**config.mk**
```make
export PLATFORM = sky130hd
export DESIGN_NAME = i2c_rtc_target
export DESIGN_NICKNAME = d
export VERILOG_FILES = /design/src/rtl/i2c_rtc_pkg.sv /design/src/rtl/i2c_rtc_target_sync.sv /design/src/rtl/i2c_rtc_target.sv
export SDC_FILE = /design/constraint.sdc
export NUM_CORES = 1
export LEC_CHECK = 0
export BUFFER_PORTS_ARGS = -buffer_cell sky130_fd_sc_hd__buf_2
export CAP_MARGIN = 10
export CELL_PAD_IN_SITES_DETAIL_PLACEMENT = 1
export CELL_PAD_IN_SITES_GLOBAL_PLACEMENT = 1
export CORE_MARGIN = 4
export CORE_UTILIZATION = 49
export CTS_CLUSTER_SIZE = 12
export DETAILED_ROUTE_END_ITERATION = 8
export GPL_TIMING_DRIVEN = 0
export PLACE_DENSITY = 0.88
export SKIP_CTS_REPAIR_TIMING = 1
export SLEW_MARGIN = 20
export SYNTH_ARGS = -nofsm -noshare
export SYNTH_HDL_FRONTEND = slang
export SYNTH_SLANG_ARGS = --single-unit
```
**constraint.sdc**
```tcl
create_clock -name sys_clk -period 2.8 [get_ports sys_clk]
set_input_delay 0 -clock sys_clk [delete_from_list [all_inputs] [get_ports sys_clk]]
set_output_delay 0 -clock sys_clk [all_outputs]
set_load 0.02 [all_outputs]
```
**src/rtl/i2c_rtc_pkg.sv**
```systemverilog
// Shared I2C definitions: FSM state encoding, default target address,
// and the bus-level ACK/NACK bit values.
package i2c_rtc_pkg;

  typedef enum logic [3:0] {
    ST_IDLE      = 4'd0,
    ST_ADDR      = 4'd1,
    ST_ADDR_ACK  = 4'd2,
    ST_PTR       = 4'd3,
    ST_PTR_ACK   = 4'd4,
    ST_WDATA     = 4'd5,
    ST_WDATA_ACK = 4'd6,
    ST_RDATA     = 4'd7,
    ST_RDATA_ACK = 4'd8,
    ST_IGNORE    = 4'd9
  } i2c_state_e;

  localparam logic [6:0] DEFAULT_SLAVE_ADDR = 7'h68;
  localparam logic       I2C_ACK            = 1'b0;
  localparam logic       I2C_NACK           = 1'b1;

endpackage

```
**src/rtl/i2c_rtc_target_sync.sv**
```systemverilog
// Bus line conditioning: synchronizes SCL/SDA into sys_clk and flags
// SCL edges plus START/STOP conditions from the synchronized lines.
module i2c_line_sync #(
  parameter int SYNC_STAGES = 2
) (
  input  logic clk,
  input  logic rst_n,
  input  logic scl_in,
  input  logic sda_in,
  output logic sda_s,
  output logic scl_rise,
  output logic scl_fall,
  output logic start_det,
  output logic stop_det
);

  // One extra flop beyond the synchronizer holds the previous sample for edge detection.
  logic [SYNC_STAGES:0] scl_sh_q, scl_sh_d;
  logic [SYNC_STAGES:0] sda_sh_q, sda_sh_d;
  logic scl_s, scl_p, sda_p;

  // Shift the raw pad values into the synchronizer chains.
  always_comb begin
    scl_sh_d = {scl_sh_q[SYNC_STAGES-1:0], scl_in};
    sda_sh_d = {sda_sh_q[SYNC_STAGES-1:0], sda_in};
  end

  // Chains reset to the idle-bus level so reset release looks like a quiet bus.
  always_ff @(posedge clk or negedge rst_n) begin
    if (!rst_n) begin
      scl_sh_q <= '1;
      sda_sh_q <= '1;
    end else begin
      scl_sh_q <= scl_sh_d;
      sda_sh_q <= sda_sh_d;
    end
  end

  assign scl_s     = scl_sh_q[SYNC_STAGES-1];
  assign scl_p     = scl_sh_q[SYNC_STAGES];
  assign sda_s     = sda_sh_q[SYNC_STAGES-1];
  assign sda_p     = sda_sh_q[SYNC_STAGES];
  assign scl_rise  = scl_s & ~scl_p;
  assign scl_fall  = ~scl_s & scl_p;
  assign start_det = scl_s & scl_p & sda_p & ~sda_s;
  assign stop_det  = scl_s & scl_p & ~sda_p & sda_s;

endmodule

```
**src/rtl/i2c_rtc_target.sv**
```systemverilog
// I2C target exposing a small byte register file with an auto-incrementing
// pointer; a local update port lets the timekeeping core refresh registers.
//
// state        | meaning
// IDLE         | bus free or not yet addressed
// ADDR         | shifting in address + R/W
// ADDR_ACK     | driving ACK for our address
// PTR          | shifting in register pointer
// PTR_ACK      | driving ACK for pointer byte
// WDATA        | shifting in a write data byte
// WDATA_ACK    | byte committed, driving ACK
// RDATA        | shifting out reg[ptr]
// RDATA_ACK    | SDA released, sampling initiator ACK/NACK
// IGNORE       | not for us or read ended; wait for START/STOP
module i2c_rtc_target import i2c_rtc_pkg::*; #(
  parameter logic [6:0] SLAVE_ADDR  = DEFAULT_SLAVE_ADDR,
  parameter int         NUM_REGS    = 8,
  parameter int         SYNC_STAGES = 2,
  localparam int        AW          = (NUM_REGS > 1) ? $clog2(NUM_REGS) : 1
) (
  input  logic          sys_clk,
  input  logic          sys_rst_n,
  input  logic          i2c_scl,
  input  logic          i2c_sda_in,
  output logic          i2c_sda_oe,
  input  logic          upd_valid,
  input  logic [AW-1:0] upd_addr,
  input  logic [7:0]    upd_data,
  output logic          wr_strobe,
  output logic [AW-1:0] wr_addr,
  output logic [7:0]    wr_data
);

  logic sda_s, scl_rise, scl_fall, start_det, stop_det;

  i2c_line_sync #(.SYNC_STAGES(SYNC_STAGES)) u_line_sync (
    .clk       (sys_clk),
    .rst_n     (sys_rst_n),
    .scl_in    (i2c_scl),
    .sda_in    (i2c_sda_in),
    .sda_s     (sda_s),
    .scl_rise  (scl_rise),
    .scl_fall  (scl_fall),
    .start_det (start_det),
    .stop_det  (stop_det)
  );

  i2c_state_e    state_q, state_d;
  logic [3:0]    bit_cnt_q, bit_cnt_d;
  logic [7:0]    sh_q, sh_d;
  logic [AW-1:0] ptr_q, ptr_d, ptr_inc;
  logic          sda_oe_q, sda_oe_d;
  logic          wr_strobe_q, wr_strobe_d;
  logic [AW-1:0] wr_addr_q, wr_addr_d;
  logic [7:0]    wr_data_q, wr_data_d;
  logic [7:0]    regs_q [NUM_REGS];
  logic [7:0]    regs_d [NUM_REGS];
  logic          in_byte, byte_done, commit;

  assign ptr_inc = ptr_q + 1'b1;

  // Protocol FSM: bits shift on SCL rise, decisions and SDA changes on SCL fall.
  always_comb begin
    state_d   = state_q;
    bit_cnt_d = bit_cnt_q;
    sh_d      = sh_q;
    ptr_d     = ptr_q;
    sda_oe_d  = sda_oe_q;
    commit    = 1'b0;

    in_byte   = (state_q == ST_ADDR) || (state_q == ST_PTR) ||
                (state_q == ST_WDATA) || (state_q == ST_RDATA);
    byte_done = in_byte && scl_fall && (bit_cnt_q == 4'd8);

    if (in_byte && scl_rise && (bit_cnt_q != 4'd8)) begin
      sh_d      = {sh_q[6:0], sda_s};
      bit_cnt_d = bit_cnt_q + 4'd1;
    end

    case (state_q)
      ST_ADDR: if (byte_done) begin
        bit_cnt_d = '0;
        if (sh_q[7:1] == SLAVE_ADDR) begin
          state_d  = ST_ADDR_ACK;
          sda_oe_d = 1'b1;
        end else begin
          state_d  = ST_IGNORE;
        end
      end
      ST_ADDR_ACK: if (scl_fall) begin
        if (sh_q[0]) begin
          state_d  = ST_RDATA;
          sh_d     = regs_q[ptr_q];
          sda_oe_d = ~regs_q[ptr_q][7];
        end else begin
          state_d  = ST_PTR;
          sda_oe_d = 1'b0;
        end
      end
      ST_PTR: if (byte_done) begin
        bit_cnt_d = '0;
        ptr_d     = sh_q[AW-1:0];
        state_d   = ST_PTR_ACK;
        sda_oe_d  = 1'b1;
      end
      ST_PTR_ACK, ST_WDATA_ACK: if (scl_fall) begin
        state_d  = ST_WDATA;
        sda_oe_d = 1'b0;
      end
      ST_WDATA: if (byte_done) begin
        bit_cnt_d = '0;
        commit    = 1'b1;
        ptr_d     = ptr_inc;
        state_d   = ST_WDATA_ACK;
        sda_oe_d  = 1'b1;
      end
      ST_RDATA: begin
        if (byte_done) begin
          bit_cnt_d = '0;
          state_d   = ST_RDATA_ACK;
          sda_oe_d  = 1'b0;
        end else if (scl_fall) begin
          sda_oe_d  = ~sh_q[7];
        end
      end
      ST_RDATA_ACK: begin
        if (scl_rise) sh_d[0] = sda_s;
        if (scl_fall) begin
          if (sh_q[0] == I2C_ACK) begin
            ptr_d    = ptr_inc;
            sh_d     = regs_q[ptr_inc];
            state_d  = ST_RDATA;
            sda_oe_d = ~regs_q[ptr_inc][7];
          end else begin
            state_d  = ST_IGNORE;
          end
        end
      end
      default: ;
    endcase

    // START/STOP abandon whatever byte is in flight.
    if (start_det || stop_det) begin
      state_d   = start_det ? ST_ADDR : ST_IDLE;
      bit_cnt_d = '0;
      sda_oe_d  = 1'b0;
      ptr_d     = ptr_q;
      commit    = 1'b0;
    end
  end

  // Register file next value; the I2C commit is applied last so it wins a same-index clash.
  always_comb begin
    regs_d = regs_q;
    if (upd_valid) regs_d[upd_addr] = upd_data;
    if (commit) regs_d[ptr_q] = sh_q;
    wr_strobe_d = commit;
    wr_addr_d   = commit ? ptr_q : wr_addr_q;
    wr_data_d   = commit ? sh_q  : wr_data_q;
  end

  // State and datapath registers.
  always_ff @(posedge sys_clk or negedge sys_rst_n) begin
    if (!sys_rst_n) begin
      state_q     <= ST_IDLE;
      bit_cnt_q   <= '0;
      sh_q        <= '0;
      ptr_q       <= '0;
      sda_oe_q    <= 1'b0;
      wr_strobe_q <= 1'b0;
      wr_addr_q   <= '0;
      wr_data_q   <= '0;
      for (int i = 0; i < NUM_REGS; i++) regs_q[i] <= 8'h00;
    end else begin
      state_q     <= state_d;
      bit_cnt_q   <= bit_cnt_d;
      sh_q        <= sh_d;
      ptr_q       <= ptr_d;
      sda_oe_q    <= sda_oe_d;
      wr_strobe_q <= wr_strobe_d;
      wr_addr_q   <= wr_addr_d;
      wr_data_q   <= wr_data_d;
      regs_q      <= regs_d;
    end
  end

  assign i2c_sda_oe = sda_oe_q;
  assign wr_strobe  = wr_strobe_q;
  assign wr_addr    = wr_addr_q;
  assign wr_data    = wr_data_q;

endmodule

```
==> results of run 1 <==
path summary, 6_finish.rpt:
check                                                  start                                 to  slack (ns)
max                                   bit_cnt_q[0]$_DFF_PN0_               regs_q[30]$_DFF_PN0_        0.12
max in group asynchronous                          sys_rst_n               regs_q[37]$_DFF_PN0_        2.02
min in group asynchronous                          sys_rst_n             state_q[0]$_DFFE_PN0P_        0.14
min reg2reg                u_line_sync.scl_sh_q[0]$_DFF_PN1_  u_line_sync.scl_sh_q[1]$_DFF_PN1_        0.36
min                                              upd_data[7]                regs_q[7]$_DFF_PN0_        0.09
max reg2reg                           bit_cnt_q[0]$_DFF_PN0_               regs_q[30]$_DFF_PN0_        0.12
state kept, by name, indices dropped and copies added, names as in the netlist:
signal,flops
u_line_sync.scl_sh_q,3
ptr_q,3
u_line_sync.sda_sh_q,3
bit_cnt_q,4
wr_data,8
wr_strobe,1
wr_addr,3
regs_q,64
state_q,4
sh_q,8
i2c_sda_oe,1
power groups by stage:
stage | Clock (mW) | Combinational (mW) | Sequential, mW
6_report | 1.49 | 1.11 | 2.02
5_1_grt | 1.56 | 1.21 | 2.05
4_1_cts | 1.50 | 1.08 | 2.01
3_5_place_dp | 0 | 1.07 | 2.03
3_3_place_gp | 0 | 0.996 | 2.00
2_1_floorplan | 0 | 0.770 | 1.94
layout by cell type (no fill, tap or decap), types with 5 or more instances in the layout:
cell       Yosys  layout
dfrtp_1       96      96
mux2i_1       90      90
nor2_1        80      80
a21oi_1       70      70
nand2_1       55      55
buf_2         11      27
clkbuf_1      30      25
mux4_2        24      24
buf_1         16      16
o21ai_0       13      13
nor2b_1        9       9
o221ai_1       9       9
clkbuf_16      0       9
nand3_1       10       7
or3_1          7       7
buf_4          2       6
buf_6          4       6
a211oi_1       6       6
a31oi_1        6       6
dfstp_2        6       6
nand2b_1       5       5
o22ai_1        5       5
critical path, stage by stage (launching register included):
cell	delay, ns
dfrtp_1	0.41
inv_2	0.08
ha_2	0.19
nand3b_4	0.11
or2_0	0.23
clkbuf_4	0.19
or3_4	0.43
or3_1	0.36
clkbuf_4	0.20
buf_6	0.17
nor2_1	0.10
a21oi_1	0.07
per-layer routing:
| layer | share of wire [%] | wire length (µm) |
|---|---|---|
| met5 | 0 | 0 |
| met4 | 4.3 | 898 |
| met3 | 6.6 | 1360 |
| met2 | 50 | 10300 |
| met1 | 39 | 8130 |
synthesized netlist by cell type (2+ instances only):
master    number  area share [%]
o22ai_1        5            0.50
a31oi_1        6            0.61
or2_2          2            0.20
ha_1           3            0.61
mux2i_1       90              15
nor2b_1        9            0.91
mux4_2        24             8.7
buf_2         11            0.89
mux2_2         4            0.73
clkbuf_1      30             1.8
nor4_1         4            0.40
nor3b_1        4            0.48
xnor2_1        2            0.28
a22oi_1        2            0.24
nor2_1        80             4.8
a211oi_1       6            0.73
nand3_1       10            0.81
buf_4          2            0.24
o211ai_1       2            0.24
nand2b_1       5            0.50
or3b_2         2            0.28
nor2_2         3            0.30
nor3_1         7            0.57
o221ai_1       9             1.3
or3_1          7            0.71
nand4b_1       4            0.57
buf_1         16            0.97
xor2_1         3            0.42
inv_1          5            0.30
dfrtp_1       96              39
buf_6          4            0.73
nand4_1        3            0.30
dfstp_2        6             2.5
o21ai_0       13             1.0
a21oi_1       70             5.7
a21oi_2        3            0.42
and3_1         2            0.20
nand2_1       55             3.3
logic make-up (layout without fill, tap and decap cells):
| kind of cell | count (synthesis) | in the layout | share of synthesized area, % |
|---|---|---|---|
| mux | 118 | 118 | 24.0 |
| compound gates | 130 | 130 | 12.8 |
| simple gates | 203 | 203 | 15.5 |
| flops | 102 | 102 | 41.3 |
| fa+ha+maj | 3 | 3 | 0.606 |
| xor+xnor | 6 | 6 | 0.969 |
| buf+inv | 68 | 110 | 4.94 |
per-stage QoR:
stage | hold WS (ns) | worst slack, ns | area [µm²] | total power [mW]
6_report | 0.0947 | 0.118 | 7010 | 4.62
4_1_cts | -0.425 | -0.478 | 6920 | 4.58
5_1_grt | 0.138 | -0.00171 | 7010 | 4.82
2_1_floorplan | -0.296 | 0.462 | 6200 | 2.71
3_3_place_gp | 0.106 | -0.311 | 6500 | 3.00
3_5_place_dp | -0.0483 | -0.446 | 6570 | 3.09
cell type report:
| cell class | instances | area, µm² |
|---|---|---|
| fill | 1383 | 5210 |
| multi-input combinational | 460 | 3380 |
| sequential | 102 | 2560 |
| buffer | 61 | 290 |
| clock buffer | 10 | 229 |
| tap | 168 | 210 |
| timing repair buffer | 28 | 200 |
| clock inverter | 6 | 116 |
| inverter | 5 | 18.8 |
==> impl_metrics.json, run 1 <==
{
  "status": "finished, final reports clean",
  "areaGrowthSynthToFinish_pct": 13.0,
  "switchingPower_mw": 1.50,
  "max-cap-violations": 0,
  "crit_required_ns": 3.03,
  "criticalPathCategory": "reg -> reg",
  "tns_ns": 0,
  "rr_worst_depth": 11,
  "cts.sinks": 102,
  "max_clock_freq_ghz": 0.373,
  "insertion_delay_ns": 0.36,
  "report.final.setup_viol": 0,
  "combPwrFrac_pct": 24.1,
  "seq_area_frac_synth_pct": 41.3,
  "worstSetupEndpointType": "flop",
  "synth_fp_nets": 649,
  "async_flop_share_pct": 100,
  "p_sw_share_pct": 32.5,
  "vias": 5407,
  "rows": 40,
  "post_drt_wl_per_cell_um": 24.6,
  "grt_pass1_wl_mm": 32.6,
  "worstPathArrival_ns": 2.91,
  "fin_cells": 840,
  "grtUsageMet3_pct": 4.44,
  "clkPwrFrac_pct": 32.2,
  "cts_tree": "yes",
  "worst_pin_slew_ns": 0.921,
  "dp.cells": 820,
  "grt.total_usage_pct": 29.5,
  "relSlewSlack_pct": 38.4,
  "final_nets": 686,
  "ys_warn_count": 0,
  "p_int_mw": 3.12,
  "vias_per_cell": 6.44,
  "cp_max_fo": 10,
  "root_buffer": "clkbuf_16",
  "clockBufferDepth": 2,
  "final_util_pct": 57.4,
  "antenna_found_initial": 0,
  "peakVddDrop_mv": 0.305,
  "grt_max_degree": 60,
  "antenna_cells": 0,
  "synth_edf_count": 0,
  "synth_cell_type_count": 59,
  "drtIter0Drc": 467,
  "ys_seq_elements": 102,
  "dr.pass1.iters": 5,
  "grt_overflow": 0,
  "use_met1_pct": 36.8,
  "clkTransAtPathRegs_ns": 0.07,
  "sequentialPowerShare_pct": 43.7,
  "syn_area_um2": 6200,
  "wl_mm": 20.7,
  "dieArea_um2": 14500,
  "finalWeightedCongestion": 0.925,
  "p_leak_nw": 3.07,
  "hold_violations": 0,
  "avgSynthCellArea_um2": 9.84,
  "port_buffers": 18,
  "final_max_slew_viol_count": 0,
  "ant_nets": 0,
  "htree_levels": 3,
  "core_um2": 12200,
  "hp-class": "in -> reg",
  "cp-start-kind": "flop",
  "drive_gt1_share_pct": 17.9,
  "skew_ns": 0.00929,
  "grt_pass1_vias": 5774,
  "drc": 0,
  "num_io_pins": 29,
  "die_h_um": 120,
  "cts_buffers": 9,
  "initial_core_util_pct": 50.8,
  "dp_hpwl_mm": 14.3,
  "syn_inst": 630,
  "use_met2_pct": 49.9,
  "synth_flop_cell": "dfrtp_1",
  "hold_depth": 3,
  "die_x_um": 120,
  "period_needed_ns": 2.68,
  "finalCritPeriodShare_pct": 95.8,
  "busiest_layer": "met2",
  "power_density_nw_per_um2": 659
}
No activity file was read; power rests on OpenSTA's default activity.
==> run 2: changes to the inputs <==
--- a/config.mk
+++ b/config.mk
@@ -10,11 +10,12 @@
 export CELL_PAD_IN_SITES_DETAIL_PLACEMENT = 1
 export CELL_PAD_IN_SITES_GLOBAL_PLACEMENT = 1
 export CORE_MARGIN = 4
-export CORE_UTILIZATION = 49
+export CORE_UTILIZATION = 53
 export CTS_CLUSTER_SIZE = 12
 export DETAILED_ROUTE_END_ITERATION = 8
 export GPL_TIMING_DRIVEN = 0
-export PLACE_DENSITY = 0.88
+export PLACE_DENSITY = 0.94
+export REMOVE_ABC_BUFFERS = 1
 export SKIP_CTS_REPAIR_TIMING = 1
 export SLEW_MARGIN = 20
 export SYNTH_ARGS = -nofsm -noshare
==> constraint.sdc (replaced) <==
create_clock -name sys_clk -period 3.37 [get_ports sys_clk]
set_input_delay 0 -clock sys_clk [delete_from_list [all_inputs] [get_ports sys_clk]]
set_output_delay 0 -clock sys_clk [all_outputs]
set_load 0.02 [all_outputs]
==> run 2 against run 1 <==
Net effect: cell count shrank 9.2%; clock-buffer cell count grew 1; wire length shrank 1.4%; clock skew grew 0.0011 ns; register-to-register slack gained 0.07 ns; critical endpoint is now i2c_sda_oe$_DFFE_PN0P_.
==> impl_metrics.json, run 2 (synthesis gave the netlist of run 1 again) <==
{
  "status": "finished, final reports clean",
  "initial_core_util_pct": 54.3,
  "dieArea_um2": 13500,
  "crit_path_top_delay_cell": "dfrtp_1",
  "hp-start": "upd_data[4]",
  "root_buffer": "clkbuf_16",
  "insertion_delay_ns": 0.35,
  "tns_ns": 0,
  "path_buf_inv": 0,
  "top_register": "regs_q",
  "grt_pass1_wl_mm": 32.3,
  "hp-class": "in -> reg",
  "drc": 0,
  "grt.total_usage_pct": 31.8,
  "vias_per_cell": 6.92,
  "crit_family": "flip-flops",
  "relSlewSlack_pct": 23.6,
  "p_leak_nw": 2.96,
  "die_x_um": 116,
  "drive_gt1_share_pct": 17.4,
  "max_clock_freq_ghz": 0.314,
  "skew_ns": 0.0104,
  "worstPathArrival_ns": 3.47,
  "grt_pass1_vias": 5822,
  "final_common_cell": "dfrtp_1",
  "hold_violations": 0,
  "path_common_cell": "nor2_1",
  "core_um2": 11400,
  "clockBufferDepth": 2,
  "criticalPathCategory": "reg -> reg",
  "rsz0062_at_grt": "false",
  "largest_reg_flops": 64,
  "power_density_nw_per_um2": 541,
  "cp_cell_sequence": "ha_2 > xor2_4 > mux4_2 > mux2i_1 > nor2_1 > nor2_1 > o311a_1",
  "crit_required_ns": 3.66,
  "htree_levels": 3,
  "final_max_slew_viol_count": 0,
  "whs_ns": 0.0468,
  "nFillCells": 1265,
  "areaGrowthSynthToFinish_pct": 8.25,
  "drtIter0Drc": 530,
  "cp-start-kind": "flop",
  "r2r-start": "ptr_q[1]$_DFFE_PN0P_",
  "worst_pin_slew_ns": 1.14,
  "cts_tree": "yes",
  "antenna_cells": 0,
  "finalWeightedCongestion": 0.859,
  "ant_nets": 0,
  "cts.sinks": 102,
  "worstSetupEndpointType": "flop",
  "post_drt_wl_per_cell_um": 26.7,
  "report.final.setup_viol": 0,
  "final_util_pct": 58.8,
  "antenna_found_initial": 0,
  "cpPeakStageDelay_ns": 0.94,
  "grt_max_degree": 79,
  "grt_overflow": 0,
  "wl_mm": 20.4,
  "period_needed_ns": 3.19,
  "crit_start": "ptr_q[1]$_DFFE_PN0P_",
  "mostFrequentLayoutCells": "95 x dfrtp_1, 90 x mux2i_1, 80 x nor2_1, 70 x a21oi_1, 55 x nand2_1",
  "clkTransAtPathRegs_ns": 0.07,
  "final_nets": 637,
  "peakVddDrop_mv": 0.301,
  "place_area_um2": 6370,
  "vias": 5281,
  "final_design_area_no_fill_um2": 6710,
  "cp_max_fo": 18,
  "dr.pass1.iters": 5,
  "die_h_um": 116,
  "rows": 39,
  "dp_hpwl_mm": 13.4,
  "max-cap-violations": 0,
  "num_io_pins": 29,
  "port_buffers": 28,
  "cts_buffers": 9,
  "finalCritPeriodShare_pct": 94.5
}
[run 2: routing by layer]
| layer | track usage [%] | up-vias | wire length [µm] |
|---|---|---|---|
| met2 | 53.5 | 275 | 10200 |
| li1 | - | 2244 | - |
| met4 | 18.9 | 0 | 1120 |
| met1 | 38.6 | 2671 | 7600 |
| met5 | 0 | - | 0 |
| met3 | 5.49 | 91 | 1460 |
[run 2: layout make-up]
cell class                 count  area, µm²  share of cell area (%)
inverter                       5       18.8                   0.280
clock buffer                  11        243                    3.62
clock inverter                 2       35.0                   0.522
timing repair buffer          40        289                    4.31
sequential                   102       2560                    38.2
multi-input combinational    460       3390                    50.4
tap                          143        179                    2.67
[run 2: through the flow]
step | worst slack [ns] | power, mW | instances
2_1_floorplan | 0.147 | 2.20 | 567
3_3_place_gp | -0.843 | 2.42 | 738
3_5_place_dp | 0.0280 | 2.56 | 746
4_1_cts | -0.0701 | 3.61 | 759
5_1_grt | 0.0713 | 3.78 | 763
6_report | 0.185 | 3.63 | 763
[run 2: worst min-delay path: cells and delay by family]
family	cells	cell delay, ns
AO/OA/AOI/OAI	1	0.08
buffers and inverters	1	0.15
multiplexers	1	0.13
[run 2: worst paths after layout]
| kind | slack (ns) | end | cells past startpoint |
|---|---|---|---|
| max | 0.18 | i2c_sda_oe$_DFFE_PN0P_ | 7 |
| min | 0.05 | regs_q[4]$_DFF_PN0_ | 3 |
| max reg2reg | 0.18 | i2c_sda_oe$_DFFE_PN0P_ | 7 |
| min reg2reg | 0.36 | u_line_sync.sda_sh_q[1]$_DFF_PN1_ | 0 |
| max in group asynchronous | 2.63 | u_line_sync.scl_sh_q[0]$_DFF_PN1_ | 3 |
| min in group asynchronous | 0.07 | state_q[1]$_DFFE_PN0P_ | 2 |
[run 2: power breakdown]
group,total [mW],switching (mW),internal (mW)
clock,1.04,0.456,0.584
sequential,1.87,0.408,1.46
combinational,0.727,0.359,0.368
total,3.63,1.22,2.41
